## config.mk

```make
export PLATFORM = sky130hd
export DESIGN_NAME = instr_issuer
export DESIGN_NICKNAME = d
export VERILOG_FILES = /design/src/rtl/instr_pkg.sv /design/src/rtl/instr_fifo.sv /design/src/rtl/instr_issuer.sv
export SDC_FILE = /design/constraint.sdc
export NUM_CORES = 1
export LEC_CHECK = 0
export CAP_MARGIN = 20
export CORE_AREA = 5 5 97 99
export DETAILED_ROUTE_END_ITERATION = 8
export DIE_AREA = 0 0 102 104
export GPL_ROUTABILITY_DRIVEN = 0
export HOLD_SLACK_MARGIN = 0.05
export PLACE_DENSITY_LB_ADDON = 0.1
export RECOVER_POWER = 50
export SLEW_MARGIN = 20
export SYNTH_ARGS = -nofsm -noshare
export SYNTH_HDL_FRONTEND = slang
export SYNTH_SLANG_ARGS = --single-unit
```

## constraint.sdc

```tcl
create_clock -name clk -period 2.52 [get_ports clk]
set_clock_uncertainty 0.15 [all_clocks]
set_input_delay 0.504 -clock clk [delete_from_list [all_inputs] [get_ports clk]]
set_output_delay 0.504 -clock clk [all_outputs]
set_load 0.02 [all_outputs]
```

## src/rtl/instr_pkg.sv

```systemverilog
// Opcode constants, field positions and decode helpers for 16-bit compute-unit instructions.
// Latency: none (types and constants only).
// Backpressure: not applicable.
package instr_pkg;

  localparam int INSTR_W = 16;

  localparam logic [3:0] OP_NOP  = 4'h0;
  localparam logic [3:0] OP_LOAD = 4'h1;
  localparam logic [3:0] OP_ADD  = 4'h2;
  localparam logic [3:0] OP_SUB  = 4'h3;
  localparam logic [3:0] OP_AND  = 4'h4;
  localparam logic [3:0] OP_OR   = 4'h5;
  localparam logic [3:0] OP_NOT  = 4'h6;
  localparam logic [3:0] OP_XOR  = 4'h7;

  localparam int OPC_LSB  = 12;
  localparam int TGT_LSB  = 8;
  localparam int SRC0_LSB = 4;
  localparam int SRC1_LSB = 0;

  function automatic logic [3:0] get_opc(input logic [INSTR_W-1:0] i);
    return i[OPC_LSB +: 4];
  endfunction

  function automatic logic [3:0] get_tgt(input logic [INSTR_W-1:0] i);
    return i[TGT_LSB +: 4];
  endfunction

  function automatic logic [3:0] get_src0(input logic [INSTR_W-1:0] i);
    return i[SRC0_LSB +: 4];
  endfunction

  function automatic logic [3:0] get_src1(input logic [INSTR_W-1:0] i);
    return i[SRC1_LSB +: 4];
  endfunction

  // Ops that write a register (LOAD included) and so can create a dependency.
  function automatic logic writes_reg(input logic [3:0] op);
    return (op >= OP_LOAD) && (op <= OP_XOR);
  endfunction

  // Ops that read source registers.
  function automatic logic reads_src(input logic [3:0] op);
    return (op >= OP_ADD) && (op <= OP_XOR);
  endfunction

endpackage

```

## src/rtl/instr_fifo.sv

```systemverilog
// Synchronous FIFO of W-bit words, DEPTH entries (power of two), flush has priority.
// Latency: a word pushed at edge k is visible at dout and poppable from edge k+1.
// Backpressure: full/empty flags; push while full and pop while empty are ignored.
module instr_fifo #(
  parameter int W     = 16,
  parameter int DEPTH = 4
) (
  input  logic                     clk,
  input  logic                     rstn,
  input  logic                     flush,
  input  logic                     push,
  input  logic [W-1:0]             din,
  input  logic                     pop,
  output logic [W-1:0]             dout,
  output logic                     full,
  output logic                     empty,
  output logic [$clog2(DEPTH):0]   count
);

  localparam int AW = $clog2(DEPTH);

  logic [W-1:0]  mem [DEPTH];
  logic [AW:0]   wr_ptr;
  logic [AW:0]   rd_ptr;

  logic do_push;
  logic do_pop;

  // The extra MSB on each pointer separates full from empty when the indices match.
  assign count   = wr_ptr - rd_ptr;
  assign full    = (count == (AW+1)'(DEPTH));
  assign empty   = (wr_ptr == rd_ptr);
  assign dout    = mem[rd_ptr[AW-1:0]];
  assign do_push = push && !full && !flush;
  assign do_pop  = pop && !empty && !flush;

  // Pointer update; flush rewinds both pointers.
  always_ff @(posedge clk or negedge rstn) begin
    if (!rstn) begin
      wr_ptr <= '0;
      rd_ptr <= '0;
    end else if (flush) begin
      wr_ptr <= '0;
      rd_ptr <= '0;
    end else begin
      if (do_push) wr_ptr <= wr_ptr + 1'b1;
      if (do_pop)  rd_ptr <= rd_ptr + 1'b1;
    end
  end

  // Storage write; contents need no reset since the pointers gate visibility.
  always_ff @(posedge clk) begin
    if (do_push) mem[wr_ptr[AW-1:0]] <= din;
  end

endmodule

```

## src/rtl/instr_issuer.sv

```systemverilog
// Assembles byte pairs (high first) into 16-bit instructions, buffers them, issues one per cycle.
// Latency: low byte accepted at edge k -> en=1 after edge k+1 (registered outputs, no bypass).
// Backpressure: byte_ready = !full in either phase; hold stalls issue. Optional macro: INSTR_ISSUER_HAZARD_EN.
module instr_issuer
  import instr_pkg::*;
#(
  parameter int DEPTH = 4,
  parameter int CNT_W = 8
) (
  input  logic                   clk,
  input  logic                   rstn,
  input  logic [7:0]             byte_in,
  input  logic                   byte_valid,
  output logic                   byte_ready,
  input  logic                   hold,
  input  logic                   flush,
  output logic [INSTR_W-1:0]     instruction,
  output logic                   en,
  output logic [$clog2(DEPTH):0] fifo_count,
  output logic [CNT_W-1:0]       issued_count,
  output logic                   phase
);

  logic               full;
  logic               empty;
  logic [INSTR_W-1:0] head;
  logic [7:0]         hi_byte;
  logic               accept;
  logic               push;
  logic               pop;
  logic               stall;

  assign byte_ready = !full;
  assign accept     = byte_valid && byte_ready && !flush;
  assign push       = accept && phase;
  assign pop        = !empty && !hold && !stall && !flush;

  instr_fifo #(
    .W     (INSTR_W),
    .DEPTH (DEPTH)
  ) u_fifo (
    .clk   (clk),
    .rstn  (rstn),
    .flush (flush),
    .push  (push),
    .din   ({hi_byte, byte_in}),
    .pop   (pop),
    .dout  (head),
    .full  (full),
    .empty (empty),
    .count (fifo_count)
  );

  // Byte assembler: capture the high byte, then push it together with the low byte.
  always_ff @(posedge clk or negedge rstn) begin
    if (!rstn) begin
      phase   <= 1'b0;
      hi_byte <= '0;
    end else if (flush) begin
      phase   <= 1'b0;
    end else if (accept) begin
      if (!phase) hi_byte <= byte_in;
      phase <= !phase;
    end
  end

  // Issue stage: registered instruction/en, No-Op whenever nothing is issued.
  always_ff @(posedge clk or negedge rstn) begin
    if (!rstn) begin
      en           <= 1'b0;
      instruction  <= '0;
      issued_count <= '0;
    end else if (flush) begin
      en           <= 1'b0;
      instruction  <= '0;
      issued_count <= '0;
    end else if (pop) begin
      en           <= 1'b1;
      instruction  <= head;
      issued_count <= issued_count + 1'b1;
    end else begin
      en           <= 1'b0;
      instruction  <= '0;
    end
  end

`ifdef INSTR_ISSUER_HAZARD_EN
  logic [3:0] last_tgt;
  logic       last_vld;
  logic [3:0] head_opc;
  logic       src_hit;

  assign head_opc = get_opc(head);

  // Read-after-write check of the head against the previously issued writer; NOT has no src1.
  always_comb begin
    src_hit = (get_src0(head) == last_tgt) ||
              ((head_opc != OP_NOT) && (get_src1(head) == last_tgt));
    stall   = !empty && !hold && last_vld && reads_src(head_opc) && src_hit;
  end

  // Track the last issued writer; a bubble consumes the dependency so it stalls only once.
  always_ff @(posedge clk or negedge rstn) begin
    if (!rstn) begin
      last_tgt <= '0;
      last_vld <= 1'b0;
    end else if (flush) begin
      last_vld <= 1'b0;
    end else if (stall) begin
      last_vld <= 1'b0;
    end else if (pop) begin
      last_tgt <= get_tgt(head);
      last_vld <= writes_reg(head_opc);
    end
  end
`else
  assign stall = 1'b0;
`endif

endmodule

```

==> results of run 1 <==
worst paths after layout:
kind / slack [ps] / endpoint / start / depth (start not counted)
min: 370 / u_fifo.mem[3][12] / hi_byte[4] / 0
min in group asynchronous: 760 / instruction[14] / rstn / 2
min reg2reg: 370 / u_fifo.mem[3][12] / hi_byte[4] / 0
max in group asynchronous: 490 / u_fifo.rd_ptr[0] / rstn / 3
max: 60 / u_fifo.mem[1][9] / u_fifo.wr_ptr[0] / 9
max reg2reg: 60 / u_fifo.mem[1][9] / u_fifo.wr_ptr[0] / 9
report_power, final:
| part | internal (mW) | switching [mW] | leakage [nW] |
|---|---|---|---|
| Clock | 0.415 | 0.539 | 0.0902 |
| Sequential | 1.94 | 0.0761 | 1.11 |
| Combinational | 0.275 | 0.267 | 0.766 |
| Total | 2.63 | 0.882 | 1.97 |
area by class of cell:
type	count	share of cell area, %
multi-input combinational	114	23.38
sequential	104	57.62
inverter	9	0.6660
timing repair buffer	64	12.04
tap	108	2.664
clock buffer	12	3.059
clock inverter	4	0.5673
cell families after synthesis:
kind of cell / synth area share, %
DFF: 71.31
xor gates and xnor gates: 2.717
buffers and inverters: 1.679
muxes: 11.48
and+or+nand+nor: 6.624
adders and majority gates: 2.931
AOI/OAI and AO/OA: 3.266
placed cells by master (no fill, tap or decap), types with 4 or more instances in the layout:
cell / n
mux2_2: 7
nand3_1: 4
clkdlybuf4s50_1: 15
and3_4: 6
inv_1: 9
mux4_2: 16
xor2_1: 7
nor2_1: 11
ha_1: 7
buf_4: 15
clkbuf_8: 11
nor2b_1: 17
nand2_1: 4
edfxtp_1: 64
a21oi_1: 4
dlygate4sd3_1: 24
dfrtp_1: 40
per-layer routing:
layer | part of all wire (%) | wire, um
met1 | 46 | 3637
met2 | 49 | 3849
met3 | 3.3 | 261
met4 | 1.4 | 108
met5 | 0 | 0
stage by stage:
step,util (%),cell area [um^2]
detailed placement,56.07,4747
CTS,58.63,4964
floorplan,-,4120
global placement,56.07,4747
global route,59.92,5072
finish,59.92,5072
worst max-delay path: cells and delay by family (launching register included):
kind                     cells  cell delay (ps)
adder cells (fa/ha/maj)      2              500
XOR/XNOR                     1              250
AND/OR/NAND/NOR              1              190
AO/OA/AOI/OAI                1              200
buffers and inverters        4              530
flip-flops                   1              360
what timing repair did:
item                       CTS  global route
buffers inserted             2             4
hold buffers                 1             0
resized for setup            8            15
gates cloned                 0             4
pin swaps                    1             4
setup endpoints to repair   14            76
hold endpoints to repair    18             0
state kept, by name (all words and copies together) (netlist names):
signal	flops
en	1
hi_byte	8
instruction	16
issued_count	8
phase	1
u_fifo.mem	64
u_fifo.rd_ptr	3
u_fifo.wr_ptr	3
==> results.toml, run 1 <==
[yosys]
ys_top_cells_by_count = "64 x edfxtp_1, 40 x dfrtp_1, 17 x nor2b_1, 16 x mux4_2, 11 x nor2_1"
syn_area_per_cell_um2 = 17.74
ys.flop_type = "edfxtp_1"
ys_seq_elements = 104
synthArstFlopShare_pct = 38.46
synth_most_common_cell = "edfxtp_1"
seq_area_frac_synth_pct = 71.31
netlist.area_leader.share_pct = 46.89
synth_cells = 231
synth_area_leaders = "edfxtp_1 47%, dfrtp_1 24%, mux4_2 8.8%"
yosysUniqueCellTypes = 35
synth_nets = 253
yosysTopAreaCell = "edfxtp_1"
synthesis.area_mm2 = 0.004099
synth_edf_count = 64
ys.warnings.count = 0

[die]
die_w_um = 102
start_util_pct = 48.42
rows = 34
die_y_um = 104
ios = 43
core_mm2 = 0.008466
dieArea_mm2 = 0.01061

[detailed_routing]
wl_per_cell_um = 18.93
postRouteAntennaNets = 0
drc = 0
num_vias = 2210
dr.pass1.iters = 4
viasPerCell = 5.325
wl_um = 7857
drt_iter0_markers = 93

[sta]
drv_slew = 0
finalWorstSetupSlack_ps = 62.78
rsz0062_at_grt = "no"
worst_slew_pin_slew_ps = 1197
hold_violations = 0
setup_viol = 0
post-route-period-util_pct = 97.51
fmax_mhz = 407.0
layout_min_cycle_time_ps = 2457
tns_ps = 0
whs_ps = 374.8
maxSlewHeadroom_pct = 20.22

[placement]
post-place-cells = 388
hpwl_um = 4800
port_buffers = 42
pre_cts_slack_ps = -36.79

[setup_path]
end_kind = "register"
slowest_stage = "dfrtp_1"
arrival_ps = 2370
critical_path.max_fanout = 5
cpPeakStageDelay_ps = 360
path_cells = "inv_1 -> ha_2 -> fa_2 -> xor3_2 -> buf_4 -> a31oi_4 -> buf_12 -> and3_4 -> buf_4"
cp_common_cell = "buf_4"
crit_type = "register to register"
critPathRequiredTime_ps = 2440
cp-start-kind = "register"

[finish]
syn_to_final_growth_pct = 23.75
ff_latch_area_mm2 = 0.002923
nets = 324
fillers = 678
layout-drive-gt1-share_pct = 25.41
multiInputGateArea_mm2 = 0.001186
antenna_cells = 0
layout.cells.non_filler = 415

[clocking]
worstSkewPairLatency_ps = 350
cts.path.max_buffers = 2
clkSlewWorstSetupHoldPaths_ps = 90
h-tree-depth = 3
cts_made_buffers = 9
cts_tree = "done"
cts.sinks = 104
cts-root-buf = "clkbuf_8"

[global_route]
track_usage_pct = 15.06
grt_start_max_net_pins = 21
grt_pass1_vias = 2229
overflow = 0
antenna_found_initial = 0
grtUsageMet1_pct = 20.77
grt.busiest_layer = "met2"
met3_usage_pct = 2.817
grt_pass1_wl_um = 11960
use_met2_pct = 23.86

[outcome]
status = "finished clean"

[pwr]
vdd_drop_max_v = 0.0004124
leakagePower_nw = 1.970
powerDensity_mw_per_mm2 = 693.2
power_mw = 3.516

[flow_run]
cap_viol_max_count = 0

[hold_path]
min_path_type = "register to register"
No activity file was read; power rests on OpenSTA's default activity.
==> run 2, diff against run 1 <==
--- a/config.mk
+++ b/config.mk
@@ -11,7 +11,7 @@
 export DIE_AREA = 0 0 102 104
 export GPL_ROUTABILITY_DRIVEN = 0
 export HOLD_SLACK_MARGIN = 0.05
-export PLACE_DENSITY_LB_ADDON = 0.1
+export PLACE_DENSITY_LB_ADDON = 0.25
 export RECOVER_POWER = 50
 export SLEW_MARGIN = 20
 export SYNTH_ARGS = -nofsm -noshare
==> run 2 against run 1 <==
Via count is 6.8% lower. Sequential share of layout area rose by 1.2 points. Clock-buffer cell count shrank 2. Global-route usage shrank 1.1 points. Largest cell class unchanged. Flip-flop and latch count is the same. Maximum frequency grew 1.2%. Cell count fell by 2.7%. Critical endpoint is now byte_ready.
==> results.toml, run 2 (same netlist as run 1, synthesis figures left out) <==
[setup_path]
worst_path_dominant_cell_family = "adder cells"
arrival_ps = 1770
path_cells = "ha_2 -> fa_2 -> xor3_2 -> nand3_1 -> buf_6"
slowest_stage = "dfrtp_1"
r2r_end = "u_fifo.mem[0][4]"
cpPeakStageDelay_ps = 400
cp-start-kind = "register"
critical_path.max_fanout = 3
worst_r2r_startpoint = "u_fifo.rd_ptr[0]"
crit_type = "register to output pin"
crit_start = "u_fifo.rd_ptr[0]"
r2r_slack_ps = 120
crit_buf_inv = 1
worstRegToRegCells = 6
crit_end = "byte_ready"
critPathRequiredTime_ps = 1870
end_kind = "output pin"
cp_num_cells = 5

[finish]
fillers = 640
largest_reg_flops = 64
final_cell_mix = "64 x edfxtp_1, 40 x dfrtp_1, 22 x dlygate4sd3_1, 17 x nor2b_1"
syn_to_final_growth_pct = 21.12
ff_latch_area_mm2 = 0.002923
multiInputGateArea_mm2 = 0.001132
layout-drive-gt1-share_pct = 23.31
antenna_cells = 0
final_common_cell = "edfxtp_1"
nets = 313

[pwr]
clkPwrFrac_pct = 30.9
combinationalPowerShare_pct = 13.4
vdd_drop_max_v = 0.0003426
seqPwrFrac_pct = 55.7
powerDensity_mw_per_mm2 = 730.2
power.internal_mw = 2.754
leakagePower_nw = 1.932
power.switching_mw = 0.8715
switching_share_pct = 24.04

[clocking]
h-tree-depth = 3
cts.sinks = 104
cts-root-buf = "clkbuf_8"
cts_made_buffers = 9
clkSlewWorstSetupHoldPaths_ps = 100
cts_tree = "done"
cts.path.max_buffers = 2
worstSkewPairLatency_ps = 350

[sta]
layout_min_cycle_time_ps = 2427
maxSlewHeadroom_pct = 33.92
post-route-period-util_pct = 96.32
drv_slew = 0
setup_viol = 0
fmax_mhz = 412.0
worst_slew_pin_slew_ps = 991.3
whs_ps = 376.9
finalWorstSetupSlack_ps = 92.70
hold_violations = 0
tns_ps = 0

[detailed_routing]
drc = 0
num_vias = 2059
viasPerCell = 5.097
postRouteAntennaNets = 0
dr.pass1.iters = 4
wl_um = 6751
drt_iter0_markers = 67
wl_per_cell_um = 16.71

[global_route]
grt_pass1_vias = 2114
grt_pass1_wl_um = 11290
track_usage_pct = 13.99
grt_start_max_net_pins = 41
overflow = 0
antenna_found_initial = 0

[die]
start_util_pct = 48.42
dieArea_mm2 = 0.01061
ios = 43
die_y_um = 104
core_mm2 = 0.008466
die_w_um = 102
rows = 34

[placement]
port_buffers = 42
pre_cts_slack_ps = -43.35
hpwl_um = 4392

[flow_run]
cap_viol_max_count = 0

[outcome]
status = "finished clean"

[hold_path]
min_path_type = "register to register"
[run 2: cell types whose count changed in the layout (fill, tap and decap cells not counted), sizes merged, moves of 2 or more]
cell         change
and3             -3
buf              -4
bufinv           +2
clkbuf           -4
clkinv           -2
dlygate4sd3      -2
inv              +2
[run 2: worst register-to-register path: cells and delay by family (launching register included)]
kind                     cells  cell delay [ps]
AND/OR/NAND/NOR              1              410
flip-flops                   1              400
buffers and inverters        1              160
adder cells (fa/ha/maj)      2              520
AO/OA/AOI/OAI                1              200
XOR/XNOR                     1              250
[run 2: power by group through the flow]
stage	registers (mW)	logic (mW)	clock network, mW
finish	2.02	0.486	1.12
global route	2.04	0.534	1.22
CTS	2.02	0.501	1.15
detailed placement	2.06	0.507	0
global placement	2.05	0.496	0
floorplan	2.06	0.287	0
[run 2: repair_timing]
item	in CTS	in global routing
setup endpoints to repair	3	76
resized for setup	10	7
buffers inserted	0	0
pin swaps	0	1
hold buffers	1	0
hold endpoints to repair	40	0
[run 2: worst min-delay path by stage]
stage | slack [ps] | from | to | cells past startpoint
floorplan | 60 | rstn | en | 0
global placement | 340 | rstn | instruction[8] | 2
detailed placement | 340 | rstn | instruction[14] | 2
CTS | 380 | hi_byte[1] | u_fifo.mem[0][9] | 0
global route | 390 | hi_byte[1] | u_fifo.mem[0][9] | 0
finish | 380 | hi_byte[0] | u_fifo.mem[2][8] | 0
[run 2: layout make-up]
cell class / instances / area share (%)
flip-flops and latches: 104 / 58.87
multi-input cells: 110 / 22.81
repair buffers: 57 / 10.51
well taps: 108 / 2.722
clock buffers: 10 / 2.571
clock inverters: 6 / 1.840
inverters: 9 / 0.6804
[run 2: routing by layer]
metal | GRT usage [%] | share of wire (%)
met2 | 21.82 | 51
met1 | 19.48 | 43
met5 | 0 | 0
met3 | 2.213 | 4.4
met4 | 5.904 | 1.7
[run 2: metrics by stage]
stage / instances / util, % / total power, mW / instance area (um^2)
6_report: 404 / 58.65 / 3.625 / 4965
3_3_place_gp: 387 / 56.13 / 2.543 / 4752
4_1_cts: 404 / 58.72 / 3.674 / 4971
3_5_place_dp: 387 / 56.13 / 2.565 / 4752
5_1_grt: 404 / 58.65 / 3.787 / 4965
2_1_floorplan: 231 / - / 2.346 / 4120
